$ cat config.mk
export PLATFORM = sky130hd
export DESIGN_NAME = sevenseg_scan
export DESIGN_NICKNAME = d
export VERILOG_FILES = /design/src/rtl/sevenseg_pkg.sv /design/src/rtl/sevenseg_hexdec.sv /design/src/rtl/sevenseg_scan.sv
export SDC_FILE = /design/constraint.sdc
export NUM_CORES = 1
export LEC_CHECK = 0
export CORE_MARGIN = 8
export CORE_UTILIZATION = 50
export CTS_CLUSTER_SIZE = 30
export DETAILED_ROUTE_END_ITERATION = 10
export PLACE_DENSITY = 0.76
export REMOVE_ABC_BUFFERS = 1
export SYNTH_ARGS = -nofsm -noshare
export SYNTH_HDL_FRONTEND = slang
export SYNTH_SLANG_ARGS = --single-unit
$ cat constraint.sdc
create_clock -name i_clk -period 2.45 [get_ports i_clk]
set_clock_uncertainty 0.15 [all_clocks]
set_input_delay 0.49 -clock i_clk [delete_from_list [all_inputs] [get_ports i_clk]]
set_output_delay 0.49 -clock i_clk [all_outputs]
set_load 0.01 [all_outputs]
$ cat src/rtl/sevenseg_pkg.sv
// Seven-segment pattern constants shared by the decoder and the scanner.
// Latency: none (constants only).
// Backpressure: none.
//
// Patterns are abc_defg with bit 6 = segment a, 1 = lit (before any
// output polarity inversion).
package sevenseg_pkg;

  typedef logic [6:0] seg_t;

  localparam seg_t SEG_0     = 7'b1111110;
  localparam seg_t SEG_1     = 7'b0110000;
  localparam seg_t SEG_2     = 7'b1101101;
  localparam seg_t SEG_3     = 7'b1111001;
  localparam seg_t SEG_4     = 7'b0110011;
  localparam seg_t SEG_5     = 7'b1011011;
  localparam seg_t SEG_6     = 7'b1011111;
  localparam seg_t SEG_7     = 7'b1110000;
  localparam seg_t SEG_8     = 7'b1111111;
  localparam seg_t SEG_9     = 7'b1111011;
  localparam seg_t SEG_A     = 7'b1110111;
  localparam seg_t SEG_B     = 7'b0011111;
  localparam seg_t SEG_C     = 7'b1001110;
  localparam seg_t SEG_D     = 7'b0111101;
  localparam seg_t SEG_E     = 7'b1001111;
  localparam seg_t SEG_F     = 7'b1000111;
  localparam seg_t SEG_BLANK = 7'b0000000;

endpackage

$ cat src/rtl/sevenseg_hexdec.sv
// Nibble to seven-segment decoder (0-9 always, A-F only in hex mode).
// Latency: purely combinational.
// Backpressure: none.
//
// Ports:
//   i_nibble    4-bit digit value
//   i_hex_mode  1: 10-15 show A,b,C,d,E,F; 0: 10-15 show blank
//   o_pattern   abc_defg pattern, bit 6 = a, 1 = lit
module sevenseg_hexdec
  import sevenseg_pkg::*;
(
  input  logic [3:0] i_nibble,
  input  logic       i_hex_mode,
  output logic [6:0] o_pattern
);

  always_comb begin
    o_pattern = SEG_BLANK;
    case (i_nibble)
      4'h0: o_pattern = SEG_0;
      4'h1: o_pattern = SEG_1;
      4'h2: o_pattern = SEG_2;
      4'h3: o_pattern = SEG_3;
      4'h4: o_pattern = SEG_4;
      4'h5: o_pattern = SEG_5;
      4'h6: o_pattern = SEG_6;
      4'h7: o_pattern = SEG_7;
      4'h8: o_pattern = SEG_8;
      4'h9: o_pattern = SEG_9;
      4'hA: o_pattern = i_hex_mode ? SEG_A : SEG_BLANK;
      4'hB: o_pattern = i_hex_mode ? SEG_B : SEG_BLANK;
      4'hC: o_pattern = i_hex_mode ? SEG_C : SEG_BLANK;
      4'hD: o_pattern = i_hex_mode ? SEG_D : SEG_BLANK;
      4'hE: o_pattern = i_hex_mode ? SEG_E : SEG_BLANK;
      4'hF: o_pattern = i_hex_mode ? SEG_F : SEG_BLANK;
      default: o_pattern = SEG_BLANK;
    endcase
  end

endmodule

$ cat src/rtl/sevenseg_scan.sv
// Multiplexed seven-segment display scanner with frame-synchronous data update.
// Latency: segments/dp/anode registered, one cycle behind the digit index.
// Backpressure: none; a load is always accepted and shown from the next frame.
//
// Ports:
//   i_clk, i_reset        clock, asynchronous active-high reset
//   i_value, i_dp         packed nibbles (digit 0 = LSB) and per-digit dp
//   i_load                one-cycle strobe capturing i_value/i_dp
//   i_hex_mode            live: show A-F for nibbles 10-15, else blank
//   i_blank_lz            live: suppress leading zeros (digit 0 never blank)
//   o_segments, o_dp_out  pattern and dp of the selected digit
//   o_anode               one-hot digit select
//   o_frame_done          one-cycle pulse as the scan wraps to digit 0
module sevenseg_scan
  import sevenseg_pkg::*;
#(
  parameter int NDIGITS     = 4,
  parameter int REFRESH_DIV = 50000,
  parameter bit ACTIVE_LOW  = 1'b0
) (
  input  logic                 i_clk,
  input  logic                 i_reset,
  input  logic [4*NDIGITS-1:0] i_value,
  input  logic [NDIGITS-1:0]   i_dp,
  input  logic                 i_load,
  input  logic                 i_hex_mode,
  input  logic                 i_blank_lz,
  output logic [6:0]           o_segments,
  output logic                 o_dp_out,
  output logic [NDIGITS-1:0]   o_anode,
  output logic                 o_frame_done
);

  localparam int PW = $clog2(REFRESH_DIV);
  localparam int IW = $clog2(NDIGITS);
  localparam logic [PW-1:0] PRESC_LAST = PW'(REFRESH_DIV - 1);
  localparam logic [IW-1:0] IDX_LAST   = IW'(NDIGITS - 1);

  // XOR masks: all-zero for active-high, all-one for active-low. They are
  // also the all-off level driven during reset.
  localparam logic [6:0]         SEG_OFF   = {7{ACTIVE_LOW}};
  localparam logic [NDIGITS-1:0] ANODE_OFF = {NDIGITS{ACTIVE_LOW}};

  logic [PW-1:0]          r_presc;
  logic [IW-1:0]          r_idx;
  logic [4*NDIGITS-1:0]   r_pend_val;
  logic [NDIGITS-1:0]     r_pend_dp;
  logic [4*NDIGITS-1:0]   r_act_val;
  logic [NDIGITS-1:0]     r_act_dp;

  logic                   w_tick;
  logic                   w_wrap;
  logic [3:0]             w_nibble;
  logic                   w_dp;
  logic                   w_blank;
  logic                   w_lead_zero;
  logic [NDIGITS-1:0]     w_anode;
  logic [6:0]             w_dec_seg;
  logic [6:0]             w_seg;

  assign w_tick = (r_presc == PRESC_LAST);
  assign w_wrap = w_tick && (r_idx == IDX_LAST);

  // Prescaler and digit index.
  always_ff @(posedge i_clk or posedge i_reset) begin
    if (i_reset) begin
      r_presc <= '0;
      r_idx   <= '0;
    end else begin
      if (w_tick) begin
        r_presc <= '0;
        r_idx   <= (r_idx == IDX_LAST) ? '0 : r_idx + IW'(1);
      end else begin
        r_presc <= r_presc + PW'(1);
      end
    end
  end

  // Double-buffered display data. The active copy only changes on the
  // wrapping tick so one frame never shows a mix of old and new digits;
  // a load landing exactly on that tick bypasses the pending stage.
  always_ff @(posedge i_clk or posedge i_reset) begin
    if (i_reset) begin
      r_pend_val <= '0;
      r_pend_dp  <= '0;
      r_act_val  <= '0;
      r_act_dp   <= '0;
    end else begin
      if (i_load) begin
        r_pend_val <= i_value;
        r_pend_dp  <= i_dp;
      end
      if (w_wrap) begin
        r_act_val <= i_load ? i_value : r_pend_val;
        r_act_dp  <= i_load ? i_dp    : r_pend_dp;
      end
    end
  end

  // Select the current digit's nibble/dp and build the one-hot anode.
  always_comb begin
    w_nibble = '0;
    w_dp     = 1'b0;
    w_anode  = '0;
    for (int i = 0; i < NDIGITS; i++) begin
      w_anode[i] = (r_idx == IW'(i));
      if (r_idx == IW'(i)) begin
        w_nibble = r_act_val[4*i +: 4];
        w_dp     = r_act_dp[i];
      end
    end
  end

  // Leading-zero detection: walking down from the top digit, w_lead_zero
  // stays set while every nibble at or above position i is zero. Digit 0
  // is excluded from the walk so it is never blanked.
  always_comb begin
    w_lead_zero = 1'b1;
    w_blank     = 1'b0;
    for (int i = NDIGITS - 1; i > 0; i--) begin
      w_lead_zero = w_lead_zero && (r_act_val[4*i +: 4] == 4'd0);
      if (r_idx == IW'(i)) begin
        w_blank = w_lead_zero;
      end
    end
  end

  sevenseg_hexdec u_hexdec (
    .i_nibble   (w_nibble),
    .i_hex_mode (i_hex_mode),
    .o_pattern  (w_dec_seg)
  );

  assign w_seg = (i_blank_lz && w_blank) ? SEG_BLANK : w_dec_seg;

  // Output register with polarity applied; dp is not subject to blanking.
  always_ff @(posedge i_clk or posedge i_reset) begin
    if (i_reset) begin
      o_segments   <= SEG_OFF;
      o_dp_out     <= ACTIVE_LOW;
      o_anode      <= ANODE_OFF;
      o_frame_done <= 1'b0;
    end else begin
      o_segments   <= w_seg ^ SEG_OFF;
      o_dp_out     <= w_dp ^ ACTIVE_LOW;
      o_anode      <= w_anode ^ ANODE_OFF;
      o_frame_done <= w_wrap;
    end
  end

endmodule

* Yosys cells after proc, flatten, opt, wreduce, memory -nomap -nowiden
Index checks and enable logic that the tools add are counted.
** Storage, ports and cells
- Word-level logic and storage cells :: 63
- Bits in registers :: 71
- Output and inout port bits :: 13
- Bits of input ports :: 25
** Cells by class
- Reductions and logical operators :: 9
- Mux-type cells :: 23
- Eq/ne operators :: 19
- Add/subtract/negate cells :: 2
** Operators with widths (number)
- $pmux 7 s16 :: 1
- $mux 7 :: 5
- $eq 4x4->1 const B :: 8
- $mux 16 :: 2
- $mux 4 :: 5
- $add 16x1->16 const B :: 1
- $eq 16x16->1 const B :: 1
- $eq 4x3->1 const B :: 4
- $logic_not 4->1 :: 4
- $eq 4x2->1 const B :: 2
- $mux 1 :: 7
- $mux 6 :: 1
- $mux 5 :: 1
- $eq 2x2->1 const B :: 2
- $eq 4x1->1 const B :: 1
- $logic_and 1x1->1 :: 4
- $add 2x1->2 const B :: 1
- $eq 2x1->1 const B :: 1
- $logic_not 2->1 :: 1
- $mux 2 :: 1

* Longest topological paths before layout
Gate-level depths: netlist of run 1.
- Word-level depth :: 8
- Depth in mapped cells :: 10
- Depth with buffers taken out :: 8

* Modules after synthesis
A second synthesis of run 1 with hierarchy kept.
** Unflattened totals
- Cells, all modules :: 275
- Area, all modules :: 3353.2 µm²
** By module, submodules not included
- sevenseg_scan :: cells each 233, sequential area each 1776.7 µm², area an instance 3066.7 µm², times used 1
- sevenseg_hexdec :: cells each 42, sequential area each 0.0 µm², area an instance 286.5 µm², times used 1

* Worst setup path after synthesis of run 1
OpenSTA, ideal clock, no wires.
- Kind :: flip-flop to flip-flop
- Start point :: register r_idx[1]
- End point :: register o_segments[5]
- Path buffers :: 2
- Period minus slack after synthesis :: 2167 ps
- Stages on the path, launching flop included :: 11
- Required time :: 2172 ps
- Arrival :: 1889 ps
- Library setup time :: 128 ps
- Setup slack :: 283 ps
- Path through :: dfrtp_1 -> inv_1 -> ha_1 -> buf_2 -> nand2_1 -> o211a_1 -> or2_4 -> buf_6 -> a21o_1 -> a222oi_1 -> nor2_1
** Between the ends
- Elaborated cells on any way between the ends :: 30
- Classes of those cells :: 18 x eq/ne; 9 x mux; 3 x reduce/logical
** RTL lines
- from (decl) :: RTL line sevenseg_scan.sv:45 : logic [IW-1:0] r_idx;
- from (signal assigned) :: RTL line sevenseg_scan.sv:72 : r_idx <= (r_idx == IDX_LAST) ? '0 : r_idx + IW'(1);
- $eq 2x1->1 (*)
- net w_anode[1] :: RTL line sevenseg_scan.sv:57 : logic [NDIGITS-1:0] w_anode;
- $mux 4 (3 in series) :: RTL line sevenseg_scan.sv:107 : if (r_idx == IW'(i)) begin
- $eq 4x4->1 (tied with other cells) :: RTL line sevenseg_hexdec.sv:19 : case (i_nibble)
- $pmux 7 s16 :: RTL line sevenseg_hexdec.sv:19
- $mux 7 (*) :: RTL line sevenseg_scan.sv:134 : assign w_seg = (i_blank_lz && w_blank) ? SEG_BLANK : w_dec_seg;
- net w_seg[5] :: RTL line sevenseg_scan.sv:59 : logic [6:0] w_seg;
- to (signal assigned) :: RTL line sevenseg_scan.sv:144 : o_segments <= w_seg ^ SEG_OFF;
- to (decl) :: RTL line sevenseg_scan.sv:28 : output logic [6:0] o_segments,
Mark *: on every way through the listed nets, which the timed path passes. The rest lies on a longest branch.
A chain may end at the register's enable or synchronous reset.

* Final worst setup path of run 1
- Start point :: register r_idx[0]
- End point :: register o_segments[5]
** Between the ends
- Elaborated cells on any way between the ends :: 30
- Classes of those cells :: 18 x eq/ne; 9 x mux; 3 x reduce/logical
** RTL lines (RTL line)
- $eq 2x2->1 (*)
- net w_anode[2] :: sevenseg_scan.sv:57
- $mux 4 (2 in series) :: sevenseg_scan.sv:107
- $eq 4x4->1 (tied with other cells) :: sevenseg_hexdec.sv:19
- $pmux 7 s16 :: sevenseg_hexdec.sv:19
- $mux 7 (*) :: sevenseg_scan.sv:134
- net w_seg[5] :: sevenseg_scan.sv:59
Marked as above.

==> run_results.csv, run 1 <==
group,metric,value,unit
outcome,status,"complete, no violations",
grt,grt_overflow_total,0,
logic_synthesis,synth_edf_count,0,
final_layout,nets,336,
worst_setup_path,critPathRequiredTime,2.52,ns
worst_setup_path,max_stage_delay,0.40,ns
grt,grt_usage,0.148,
worst_setup_path,regToRegSetupSlack,0.18,ns
power_and_ir_drop,pwr-share-comb,0.099,
final_layout,seq_area,1780,µm²
worst_setup_path,path_cells,"inv_1 > ha_2 > nor2_4 > o211a_1 > or2_4 > a21o_1 > a222oi_1 > nor2_1",
clock_tree,path_clk_slew,0.07,ns
worst_setup_path,cp_slowest_cell,"dfrtp_1",
detailed_routing,firstDrtPassIters,4,
logic_synthesis,async_flop_share,1.00,
timing,setup_tns,0,ns
logic_synthesis,syn_area,3150,µm²
worst_setup_path,critPathKind,"flop to flop",
logic_synthesis,netlist_instances,257,
floorplanning,die_area,9100,µm²
timing,tightest_slew,0.432,ns
final_layout,multiInputGateArea,1330,µm²
clock_tree,cts_root_buf,"clkbuf_8",
grt,grt_max_degree,72,
clock_tree,clock-sinks,71,
power_and_ir_drop,p_int,0.00183,W
clock_tree,clk_latency,0.34,ns
power_and_ir_drop,irDropWorstVdd,0.340,mV
logic_synthesis,ys_types,47,
worst_setup_path,cp-start-kind,"flop",
final_layout,drive_gt1_frac,0.255,
floorplanning,die_x,95.4,µm
power_and_ir_drop,total_power,0.00236,W
final_layout,layout_commonest_cell,"dfrtp_1",
timing,hold_viol_final,0,
timing,max_freq,0.440,GHz
timing,slew_violations,0,
floorplanning,fp-row-count,29,
final_layout,n_antenna_cell,0,
place,gp_congestion,0.807,
logic_synthesis,yosys_warnings,0,
power_and_ir_drop,p_leak,1.66,nW
grt,grt_pass1_vias,2252,
timing,setup_viol,0,
clock_tree,htree_num_levels,3,
detailed_routing,post_drt_wl_per_cell,15.7,µm
floorplanning,die_h,95.4,µm
place,port_buffers,37,
power_and_ir_drop,switching_power,0.000537,W
run,max_cap_viol_count,0,
logic_synthesis,synth_seq_cells,71,
clock_tree,cts_tree,"yes",
power_and_ir_drop,power_frac_clock,0.370,
final_layout,fillCellCount,471,
clock_tree,cts_inserted_buffers,9,
power_and_ir_drop,power_frac_seq,0.532,
floorplanning,coreArea,6200,µm²
floorplanning,pin_count,38,
worst_setup_path,arrival,2.34,ns
power_and_ir_drop,swShare,0.227,
power_and_ir_drop,powerDensity,611,nW/µm²
grt,antenna_found_initial,0,
timing,max_slew_margin,0.710,
detailed_routing,wl,6090,µm
detailed_routing,post-route-drc-count,0,
detailed_routing,drtAntennaViolNets,0,
place,hpwlAfterDp,4250,µm
final_layout,mostFrequentLayoutCells,"71 x dfrtp_1, 40 x mux2_2, 37 x clkdlybuf4s50_1",
logic_synthesis,ys.flop_type,"dfrtp_1",
final_layout,syn_to_final_growth,22.8,%
detailed_routing,vias_per_cell,5.56,
worst_hold_path,hp-class,"flop to flop",
detailed_routing,num_vias,2152,
timing,rsz0062_at_grt,"false",
floorplanning,initial_utilization,0.508,
grt,grt_pass1_wl,10400,µm
worst_setup_path,critPathMaxFanout,11,
timing,min_period_over_period,0.927,
logic_synthesis,avgSynthCellArea,12.3,µm²
worst_setup_path,endpoint_kind,"flop",
detailed_routing,drt_iter0_markers,90,
logic_synthesis,yosysSeqAreaShare,0.564,
timing,period_minus_slack,2.27,ns
clock_tree,clk_path_buf_depth,2,
## final timing paths
path	from	end	cells after the start
max reg2reg	r_idx[0]	o_segments[5]	8
min in group asynchronous	i_reset	r_presc[2]	3
max in group asynchronous	i_reset	r_pend_val[10]	3
min	r_presc[0]	r_presc[0]	1
max	r_idx[0]	o_segments[5]	8
min reg2reg	r_presc[0]	r_presc[0]	1
## final cells by class
type / instances / share of cell area
Sequential cell: 71 / 0.459
Inverter: 6 / 0.00582
Tap cell: 77 / 0.0249
Multi-Input combinational cell: 172 / 0.344
Clock buffer: 11 / 0.0340
Clock inverter: 4 / 0.0123
Timing Repair Buffer: 46 / 0.120
## kinds of logic (layout without fill, tap and decap cells)
family / after synthesis / after routing / share of synthesized area
simple gates: 74 / 74 / 0.120
flops: 71 / 71 / 0.564
mux: 40 / 40 / 0.143
compound gates: 39 / 39 / 0.0917
xor+xnor: 14 / 14 / 0.0389
buf+inv: 14 / 67 / 0.0226
fa+ha+maj: 5 / 5 / 0.0199
## flip-flops by register name, indices dropped and copies added (netlist names)
signal,flops
o_anode,4
r_pend_dp,4
o_frame_done,1
o_dp_out,1
r_presc,16
r_pend_val,16
r_act_dp,4
r_act_val,16
r_idx,2
o_segments,7
## synth_stat cells (2+ instances only)
cell type,n,area [µm²]
a311o_1,2,20.0
buf_2,3,15.0
ha_1,5,62.6
nor2_1,19,71.3
nor2b_1,2,12.5
nand3_1,8,40.0
and3_1,3,18.8
o211ai_1,3,22.5
o21ai_1,2,10.0
o21ai_0,8,40.0
inv_1,6,22.5
dfrtp_1,71,1780
buf_6,2,22.5
nor4_1,2,12.5
xor2_1,7,61.3
clkbuf_1,3,11.3
nand2_1,21,78.8
o31ai_1,2,15.0
nand2b_1,3,18.8
xnor2_1,7,61.3
o22ai_1,4,25.0
nor3_1,5,25.0
a21oi_1,4,20.0
a31oi_1,3,18.8
mux2_2,40,450
## timing repair
action / 4_1_cts / 5_1_grt
gates resized for setup: 0 / 8
hold buffers: 0 / 0
buffers inserted: 0 / 2
endpoints found under the setup margin: 0 / 7
## per-stage QoR
stage          setup WS, ns  std cells   util  area (µm²)  hold WS (ns)
2_1_floorplan        0.0134        249      -        3100         0.298
3_3_place_gp          0.212        370  0.588        3650         0.322
3_5_place_dp          0.142        370  0.588        3650         0.335
4_1_cts              0.0866        385  0.616        3820         0.350
5_1_grt             0.00824        387  0.624        3870         0.355
6_report              0.178        387  0.624        3870         0.347
## power groups by stage
stage	Sequential [W]	Clock (W)	Combinational (W)
after CTS	0.00126	0.000887	0.000235
after floorplan	0.00128	0	0.000122
after global placement	0.00128	0	0.000228
after global routing	0.00126	0.000943	0.000258
after detailed placement	0.00128	0	0.000233
final	0.00126	0.000873	0.000234
## per-layer routing
| layer | wire length, µm | up-vias | track usage | part of all wire |
|---|---|---|---|---|
| li1 | - | 1013 | - | - |
| met1 | 2570 | 1059 | 0.168 | 0.42 |
| met2 | 2980 | 63 | 0.239 | 0.49 |
| met3 | 390 | 17 | 0.0567 | 0.064 |
| met4 | 153 | 0 | 0.0794 | 0.025 |
| met5 | 0 | - | 0 | 0 |
## critical path: cells and delay by family (launching register included)
kind,cells,cell delay (ns)
fa+ha+maj,1,0.31
compound gates,3,0.65
buf+inv,1,0.17
simple gates,3,0.46
flops,1,0.40
(Power assumes the default switching activity.)
==> run 2: changes to the inputs <==
--- a/config.mk
+++ b/config.mk
@@ -7,6 +7,7 @@
 export LEC_CHECK = 0
 export CORE_MARGIN = 8
 export CORE_UTILIZATION = 50
+export CTS_CLUSTER_DIAMETER = 50
 export CTS_CLUSTER_SIZE = 30
 export DETAILED_ROUTE_END_ITERATION = 10
 export PLACE_DENSITY = 0.76
==> results of run 2 <==
The final DEF is identical to that of run 1; final timing and power are the same.
